**src/rtl/pipe_hazard_pkg.sv**
```systemverilog
// rtl/pipe_hazard_pkg.sv - state and operand-select encodings shared by the hazard controller
package pipe_hazard_pkg;

  typedef enum logic [1:0] {RUN, PC_DRAIN, MEM_WAIT} hz_state_t;

  typedef enum logic [1:0] {
    FWD_RF = 2'b00,
    FWD_W  = 2'b01,
    FWD_M  = 2'b10
  } fwd_sel_t;

endpackage

```
**src/rtl/sat_counter.sv**
```systemverilog
// rtl/sat_counter.sv - event counter that sticks at all-ones instead of wrapping
module sat_counter #(
  parameter int CNT_W = 16
) (
  input  logic             clk,
  input  logic             reset,
  input  logic             inc,
  output logic [CNT_W-1:0] count
);

  always_ff @(posedge clk or negedge reset) begin
    if (!reset) begin
      count <= '0;
    end else if (inc && (count != '1)) begin
      count <= count + CNT_W'(1);
    end
  end

endmodule

```
**src/rtl/pipe_hazard_ctrl.sv**
```systemverilog
// rtl/pipe_hazard_ctrl.sv - forwarding selects and stall/flush control for the pipelined RSA CPU
module pipe_hazard_ctrl
  import pipe_hazard_pkg::*;
#(
  parameter int RA_W       = 4,
  parameter int PC_REG     = 15,
  parameter int PIPE_DEPTH = 5,
  parameter int CNT_W      = 16
) (
  input  logic             clk,
  input  logic             reset,
  input  logic [RA_W-1:0]  RA1D,
  input  logic [RA_W-1:0]  RA2D,
  input  logic [RA_W-1:0]  RA1E,
  input  logic [RA_W-1:0]  RA2E,
  input  logic [RA_W-1:0]  WA3E,
  input  logic [RA_W-1:0]  WA3M,
  input  logic [RA_W-1:0]  WA3W,
  input  logic             RegWriteM,
  input  logic             RegWriteW,
  input  logic             MemtoRegE,
  input  logic             PCSrcD,
  input  logic             PCSrcW,
  input  logic             BranchTakenE,
  input  logic             MemReady,
  output logic [1:0]       ForwardAE,
  output logic [1:0]       ForwardBE,
  output logic             StallF,
  output logic             StallD,
  output logic             StallE,
  output logic             StallM,
  output logic             FlushD,
  output logic             FlushE,
  output logic [CNT_W-1:0] StallCount,
  output logic [CNT_W-1:0] FlushCount,
  output logic             DrainErr
);

  localparam int              DW         = $clog2(PIPE_DEPTH + 1);
  localparam logic [DW-1:0]   DRAIN_INIT = DW'(PIPE_DEPTH - 2);
  localparam logic [RA_W-1:0] PC_ADDR    = RA_W'(PC_REG);

  logic          rst_meta, rst_sync;
  hz_state_t     state, state_nxt, ret_state, ret_nxt;
  logic [DW-1:0] drain_cnt, cnt_nxt;
  logic          err_nxt;
  logic          ld_stall;
  fwd_sel_t      fwd_a, fwd_b;

  // Assert immediately, release two clocks after the pin deasserts.
  always_ff @(posedge clk or negedge reset) begin
    if (!reset) begin
      rst_meta <= 1'b0;
      rst_sync <= 1'b0;
    end else begin
      rst_meta <= 1'b1;
      rst_sync <= rst_meta;
    end
  end

  function automatic fwd_sel_t fwd_pick(input logic [RA_W-1:0] ra,
                                        input logic we_m, input logic [RA_W-1:0] wa_m,
                                        input logic we_w, input logic [RA_W-1:0] wa_w);
    fwd_pick = FWD_RF;
    if (ra != PC_ADDR) begin
      if (we_m && (wa_m == ra))      fwd_pick = FWD_M;
      else if (we_w && (wa_w == ra)) fwd_pick = FWD_W;
    end
  endfunction

  assign fwd_a     = fwd_pick(RA1E, RegWriteM, WA3M, RegWriteW, WA3W);
  assign fwd_b     = fwd_pick(RA2E, RegWriteM, WA3M, RegWriteW, WA3W);
  assign ForwardAE = rst_sync ? fwd_a : FWD_RF;
  assign ForwardBE = rst_sync ? fwd_b : FWD_RF;

  assign ld_stall = MemtoRegE && (WA3E != PC_ADDR) && ((WA3E == RA1D) || (WA3E == RA2D));

  always_comb begin
    state_nxt = state;
    ret_nxt   = ret_state;
    cnt_nxt   = drain_cnt;
    err_nxt   = DrainErr;
    StallF = 1'b0; StallD = 1'b0; StallE = 1'b0; StallM = 1'b0;
    FlushD = 1'b0; FlushE = 1'b0;
    if (!MemReady) begin
      {StallF, StallD, StallE, StallM} = 4'hF;
      state_nxt = MEM_WAIT;
      if (state != MEM_WAIT) ret_nxt = state;
    end else begin
      case (state)
        RUN: begin
          if (BranchTakenE) begin
            FlushD = 1'b1;
            FlushE = 1'b1;
          end else begin
            if (ld_stall) begin
              StallF = 1'b1;
              StallD = 1'b1;
              FlushE = 1'b1;
            end
            if (PCSrcD) begin
              state_nxt = PC_DRAIN;
              cnt_nxt   = DRAIN_INIT;
            end
          end
        end
        PC_DRAIN: begin
          // Release the PC in the cycle the write-back supplies the new value.
          StallF = !PCSrcW;
          FlushD = 1'b1;
          if (PCSrcW) begin
            state_nxt = RUN;
            cnt_nxt   = '0;
          end else if (drain_cnt < DW'(2)) begin
            err_nxt   = 1'b1;
            state_nxt = RUN;
            cnt_nxt   = '0;
          end else begin
            cnt_nxt = drain_cnt - DW'(1);
          end
        end
        MEM_WAIT: begin
          {StallF, StallD, StallE, StallM} = 4'hF;
          state_nxt = ret_state;
        end
        default: state_nxt = RUN;
      endcase
    end
    if (!rst_sync) begin
      {StallF, StallD, StallE, StallM} = 4'h0;
      FlushD = 1'b0;
      FlushE = 1'b0;
    end
  end

  always_ff @(posedge clk or negedge rst_sync) begin
    if (!rst_sync) begin
      state     <= RUN;
      ret_state <= RUN;
      drain_cnt <= '0;
      DrainErr  <= 1'b0;
    end else begin
      state     <= state_nxt;
      ret_state <= ret_nxt;
      drain_cnt <= cnt_nxt;
      DrainErr  <= err_nxt;
    end
  end

  sat_counter #(.CNT_W(CNT_W)) u_stall_cnt (
    .clk   (clk),
    .reset (rst_sync),
    .inc   (StallF),
    .count (StallCount)
  );

  sat_counter #(.CNT_W(CNT_W)) u_flush_cnt (
    .clk   (clk),
    .reset (rst_sync),
    .inc   (FlushD | FlushE),
    .count (FlushCount)
  );

endmodule

```
**config.mk**
```make
export PLATFORM = sky130hd
export DESIGN_NAME = pipe_hazard_ctrl
export DESIGN_NICKNAME = d
export VERILOG_FILES = /design/src/rtl/pipe_hazard_pkg.sv /design/src/rtl/sat_counter.sv /design/src/rtl/pipe_hazard_ctrl.sv
export SDC_FILE = /design/constraint.sdc
export NUM_CORES = 1
export LEC_CHECK = 0
export ABC_AREA = 1
export BUFFER_PORTS_ARGS = -buffer_cell sky130_fd_sc_hd__buf_4
export CORE_UTILIZATION = 55
export CTS_CLUSTER_SIZE = 30
export DETAILED_ROUTE_END_ITERATION = 8
export PLACE_DENSITY = 0.83
export SLEW_MARGIN = 20
export SYNTH_ARGS = -nofsm -noshare
export SYNTH_HDL_FRONTEND = slang
export SYNTH_HIERARCHICAL = 1
export SYNTH_SLANG_ARGS = --single-unit
```
**constraint.sdc**
```tcl
create_clock -name clk -period 5.36 [get_ports clk]
set_input_delay 1.072 -clock clk [delete_from_list [all_inputs] [get_ports clk]]
set_output_delay 1.072 -clock clk [all_outputs]
set_load 0.02 [all_outputs]
```
* Word level (Yosys, flattened, before mapping)
Cells that the tools add are included.
** Cells by class
- $lt $le $gt $ge :: 1
- Add/subtract/negate cells :: 3
- Eq/ne operators :: 19
- Bitwise logic cells :: 3
- Reductions and logical operators :: 16
- Multiplexer cells :: 38
** Operator list (count)
- adder 16 x 1 -> 16 bit (second input constant) :: 2
- inequality test 16 bit (second input constant) :: 2
- equality test 4 bit :: 6
- 2-to-1 mux 2 bit :: 11
- 2-to-1 mux 1 bit :: 18
- inequality test 4 bit (second input constant) :: 4
- 2-to-1 mux 3 bit :: 4
- logical AND 1 bit :: 8
- AND reduction 4 bit :: 2
- inequality test 2 bit (second input constant) :: 3
- inequality test 3 bit (second input constant) :: 2
- one-hot mux 2 bit (3 select lines) :: 1
- one-hot mux 3 bit (2 select lines) :: 1
- one-hot mux 1 bit (2 select lines) :: 2
- less-than comparator 3 x 2 -> 1 bit (second input constant) :: 1
- one-hot mux 1 bit (3 select lines) :: 1
- AND reduction 3 bit :: 1
- subtractor 3 x 1 -> 3 bit (second input constant) :: 1
- equality test 2 x 1 -> 1 bit (second input constant) :: 1
- equality test 2 bit (second input constant) :: 1
- logical NOT 2 bit :: 1
- inverter 1 bit :: 2
- AND reduction 2 bit :: 1
- nonzero test 2 bit :: 1
- 3 further kinds :: 3
** Storage, ports and cells
- Output and inout port bits :: 43
- Bits in registers :: 42
- Logic and storage cells :: 88
- Input bits :: 37

* Longest topological paths before layout
- Word-level depth :: 10
- Mapped depth :: 18
- Gate-level depth less buffers :: 18

* Cells and area by module
The synthesis kept the hierarchy.
** By module, submodules not included
- sat_counter :: sequential area each 400.4 µm², area an instance 1058.5 µm², cells an instance 149, times used 2
- pipe_hazard_ctrl :: sequential area each 250.2 µm², area an instance 989.7 µm², cells an instance 161, times used 1

* Worst setup path before layout
Ideal clock, no wire load.
- Kind :: register -> output
- Start :: reg rst_sync
- End :: out StallD
- Arrival :: 2048 ps
- Stages on the path, launching flop included :: 4
- Setup slack :: 2240 ps
- Buffers on the path :: 0
- Required time :: 4288 ps
- Path through :: dfrtp_1 > inv_1 > a21oi_2 > o21bai_1
** Between the ends
- Longest elaborated chain between the ends :: 1
** Ends and longest elaborated chain
- start, declared :: line pipe_hazard_ctrl.sv:43 : logic rst_meta, rst_sync;
- start signal, assigned :: line pipe_hazard_ctrl.sv:57 : rst_sync <= rst_meta;
- 2-to-1 mux 1 bit :: line pipe_hazard_ctrl.sv:129 : if (!rst_sync) begin
- end, declared :: line pipe_hazard_ctrl.sv:29 : output logic StallD,
No other way between the ends.

* Final worst setup path
- Start :: in WA3E[2]
- End :: out StallF
** Between the ends
- Longest elaborated chain between the ends :: 8
- Elaborated cells on any way between the ends :: 11
- Those cells by class :: eq/ne: 3; mux: 5; reduce/logical: 3
** Ends and longest elaborated chain
- start, declared :: line pipe_hazard_ctrl.sv:16 : input logic [RA_W-1:0] WA3E,
- inequality test 4 bit or equality test 4 bit (tied branches) :: line pipe_hazard_ctrl.sv:76 : assign ld_stall = MemtoRegE && (WA3E != PC_ADDR) && ((WA3E == RA1D) || (WA3E == RA2D));
- logical AND 1 bit or logical OR 1 bit (tied branches) :: line pipe_hazard_ctrl.sv:76
- logical AND 1 bit * :: line pipe_hazard_ctrl.sv:76
- 2-to-1 mux 1 bit * :: line pipe_hazard_ctrl.sv:96 : if (ld_stall) begin
- 2-to-1 mux 1 bit * :: line pipe_hazard_ctrl.sv:92 : if (BranchTakenE) begin
- one-hot mux 1 bit (3 select lines) * :: line pipe_hazard_ctrl.sv:90 : case (state)
- 2-to-1 mux 1 bit * :: line pipe_hazard_ctrl.sv:85 : if (!MemReady) begin
- 2-to-1 mux 1 bit * :: line pipe_hazard_ctrl.sv:129
- end, declared :: line pipe_hazard_ctrl.sv:28 : output logic StallF,
Every way passes the cells marked *; elsewhere a longest branch is shown, timed or not.

==> impl_metrics.env <==
export IMPL_placementRows=26
export IMPL_ctsHoldBuffers=0
export IMPL_synth_edf_count=0
export IMPL_synth_seq_cells=42
export IMPL_place_inst=603
export IMPL_yosysSeqAreaShare_pct=33.8
export IMPL_port_buffers=79
export IMPL_synth_area_leaders="dfrtp_1, nand2_1, inv_1"
export IMPL_cts_resized=0
export IMPL_globalplace_congestion=0.884
export IMPL_grt_pass1_wl_mm=12.8
export IMPL_routed_wl_met3_um=335
export IMPL_power_switching_mw=0.253
export IMPL_finalSetupViolCount=0
export IMPL_setup_tns_ns=0
export IMPL_clockBufferDepth=2
export IMPL_synthArstFlopShare_pct=100
export IMPL_root_buffer="clkbuf_8"
export IMPL_p_comb_share_pct=24.0
export IMPL_hpwl_mm=5.82
export IMPL_path_class="in -> out"
export IMPL_wl_mm=7.49
export IMPL_syn2layout_area_growth_pct=23.3
export IMPL_syn_area_sq_um=3110
export IMPL_worstSetupStartpointType="input port"
export IMPL_outcome="complete, no violations"
export IMPL_cts_max_level=2
export IMPL_post_cts_buffers=0
export IMPL_whs_ns=0.356
export IMPL_pwr_share_seq_pct=48.7
export IMPL_p_sw_share_pct=32.6
export IMPL_critPathRequiredTime_ns=4.29
export IMPL_cap_violations=0
export IMPL_insertedDiodeCount=0
export IMPL_drt_met1_wl_mm=3.25
export IMPL_synth_distinct_cells=35
export IMPL_synth_commonest_cells="nand2_1, inv_1, dfrtp_1, nor2_1, nand3_1"
export IMPL_post_drt_via_cell_ratio=5.18
export IMPL_min_path_type="reg -> reg"
export IMPL_fill_cells=454
export IMPL_nNetsFinal=580
export IMPL_internal_power_mw=0.524
export IMPL_path_max_fanout=4
export IMPL_worst_slack_ns=2.13
export IMPL_via_count=3165
export IMPL_fin_skew_ns=0.0112
export IMPL_die_w_um=77.2
export IMPL_final_area_sq_um=3830
export IMPL_yosys_warnings=6
export IMPL_cts_clk_slew_worst_paths_ns=0.07
export IMPL_cts_sinks=42
export IMPL_drtIter0Drc=168
export IMPL_critPathCaptureType="output pin"
export IMPL_hold_viol_final=0
export IMPL_critPathArrivalTime_ns=2.16
export IMPL_antenna_found_initial=0
export IMPL_antenna_left=0
export IMPL_clockPowerShare_pct=27.3
export IMPL_synth_fp_nets=499
export IMPL_grt_ovfl_total=0
export IMPL_routedWlPerCell_um=12.3
export IMPL_core_sq_um=5270
export IMPL_rsz0062_at_grt="no"
export IMPL_place_ws_ns=2.13
export IMPL_power_density_nw_per_um2=203
export IMPL_relSlewSlack_pct=35.3
export IMPL_maxSlewViolCount=0
export IMPL_ir_worst_vdd_v=0.000241
export IMPL_dpl_cell_area_sq_um=3740
export IMPL_synth_area_leader_cell="dfrtp_1"
export IMPL_cts_buffers=5
export IMPL_drc=0
export IMPL_p_leak_nw=2.00
export IMPL_start_util_pct=59.0
export IMPL_final_cell_count_no_fill=611
export IMPL_fmaxAchievable_mhz=309
export IMPL_synth_most_common_cell="nand2_1"
export IMPL_synth_ff_type="dfrtp_1"
export IMPL_grt_pass1_vias=2936
export IMPL_cts_tree="done"
export IMPL_clock_latency_ns=0.29
export IMPL_wl_met2_mm=3.83
export IMPL_grt_max_degree=46
export IMPL_fin_crit_sh_pct=60.3
export IMPL_fin_crit_ns=3.23
export IMPL_tightest_slew_ns=0.971
export IMPL_die_h_um=77.2
export IMPL_die_area_sq_um=5950
export IMPL_synth_cells=459
export IMPL_drive_above_1_share_pct=24.0
export IMPL_ioPinCount=80
export IMPL_avgSynthCellArea_sq_um=6.77
export IMPL_drtPass1Iterations=4
export IMPL_yosys_area_top_type_share_pct=33.8
export IMPL_grt_use_total_pct=26.0
export IMPL_top_layer="met4"
==> state kept, by name, indices dropped and copies added (netlist names) <==
name               cells
DrainErr               1
drain_cnt              3
ret_state              2
rst_meta               1
rst_sync               1
state                  2
u_flush_cnt/count     16
u_stall_cnt/count     16
==> cell families after synthesis <==
logic type / synth area share [%]
buffers and inverters: 9.67
and+or+nand+nor: 41.6
xor gates and xnor gates: 4.51
DFF: 33.8
other: 0.121
adders and majority gates: 1.21
AOI/OAI and AO/OA: 9.02
==> area by class of cell <==
type,count,area [sq um],area share (%)
multi-input cells,346,1760,45.8
clock buffers,6,82.6,2.16
repair buffers,79,593,15.5
inverters,66,248,6.47
clock inverters,2,12.5,0.327
flip-flops and latches,42,1050,27.5
well taps,70,87.6,2.29
==> final timing paths <==
kind | from | end | slack, ns | cells past startpoint
setup / recovery | WA3E[2] | StallF | 2.13 | 11
max in group asynchronous | rst_sync$_DFF_PN0_ | u_stall_cnt/count[1]$_DFFE_PN0P_ | 4.34 | 0
hold / removal | rst_meta$_DFF_PN0_ | rst_sync$_DFF_PN0_ | 0.36 | 0
min in group asynchronous | rst_sync$_DFF_PN0_ | u_stall_cnt/count[4]$_DFFE_PN0P_ | 0.43 | 0
setup reg to reg | rst_sync$_DFF_PN0_ | u_flush_cnt/count[11]$_DFFE_PN0P_ | 2.88 | 6
hold reg to reg | rst_meta$_DFF_PN0_ | rst_sync$_DFF_PN0_ | 0.36 | 0
==> power groups by stage <==
stage,logic (mW),clock network (mW),registers [mW]
CTS,0.187,0.219,0.378
floorplan,0.0870,0,0.399
global placement,0.182,0,0.383
finish,0.187,0.212,0.378
detailed placement,0.186,0,0.383
global route,0.204,0.232,0.384
==> critical path: stages <==
cell and delay [ns]:
buf_4 0.13, nand2_1 0.08, nand2_1 0.05, nor2_1 0.11, nand2_1 0.07, nand2_2 0.09
nand4_1 0.08, nand3_1 0.09, nand2_1 0.05, inv_1 0.17, buf_4 0.17
==> metrics by stage <==
stage	power (mW)	utilization, %
floorplan	0.486	-
global placement	0.565	70.9
detailed placement	0.569	70.9
CTS	0.783	72.7
global route	0.820	72.7
finish	0.777	72.7
==> cell usage in the layout (no fill, tap or decap), types with 2 or more instances in the layout <==
master    netlist  layout
a21oi_1         5       5
a22oi_1         3       3
and3_1          2       2
buf_4           1      79
clkbuf_8        0       6
dfrtp_1        42      41
ha_1            3       3
inv_1          62      62
inv_2           4       4
nand2_1       165     165
nand2_2        11      11
nand3_1        21      21
nand4_1        14      14
nand4_4         2       2
nor2_1         42      42
nor2_2          8       8
nor2_4          8       8
nor3_1          2       2
nor3_2          2       2
nor4_1          2       2
o21ai_0        19      19
o21ai_2         4       4
o22ai_1         7       7
xnor2_1        12      12
xor2_1          4       4
==> per-layer routing <==
| layer | track usage (%) | up-vias |
|---|---|---|
| li1 | - | 1611 |
| met1 | 32.2 | 1458 |
| met2 | 46.3 | 86 |
| met3 | 3.57 | 10 |
| met4 | 8.11 | 0 |
| met5 | 0 | - |
No activity file was read; power rests on OpenSTA's default activity.
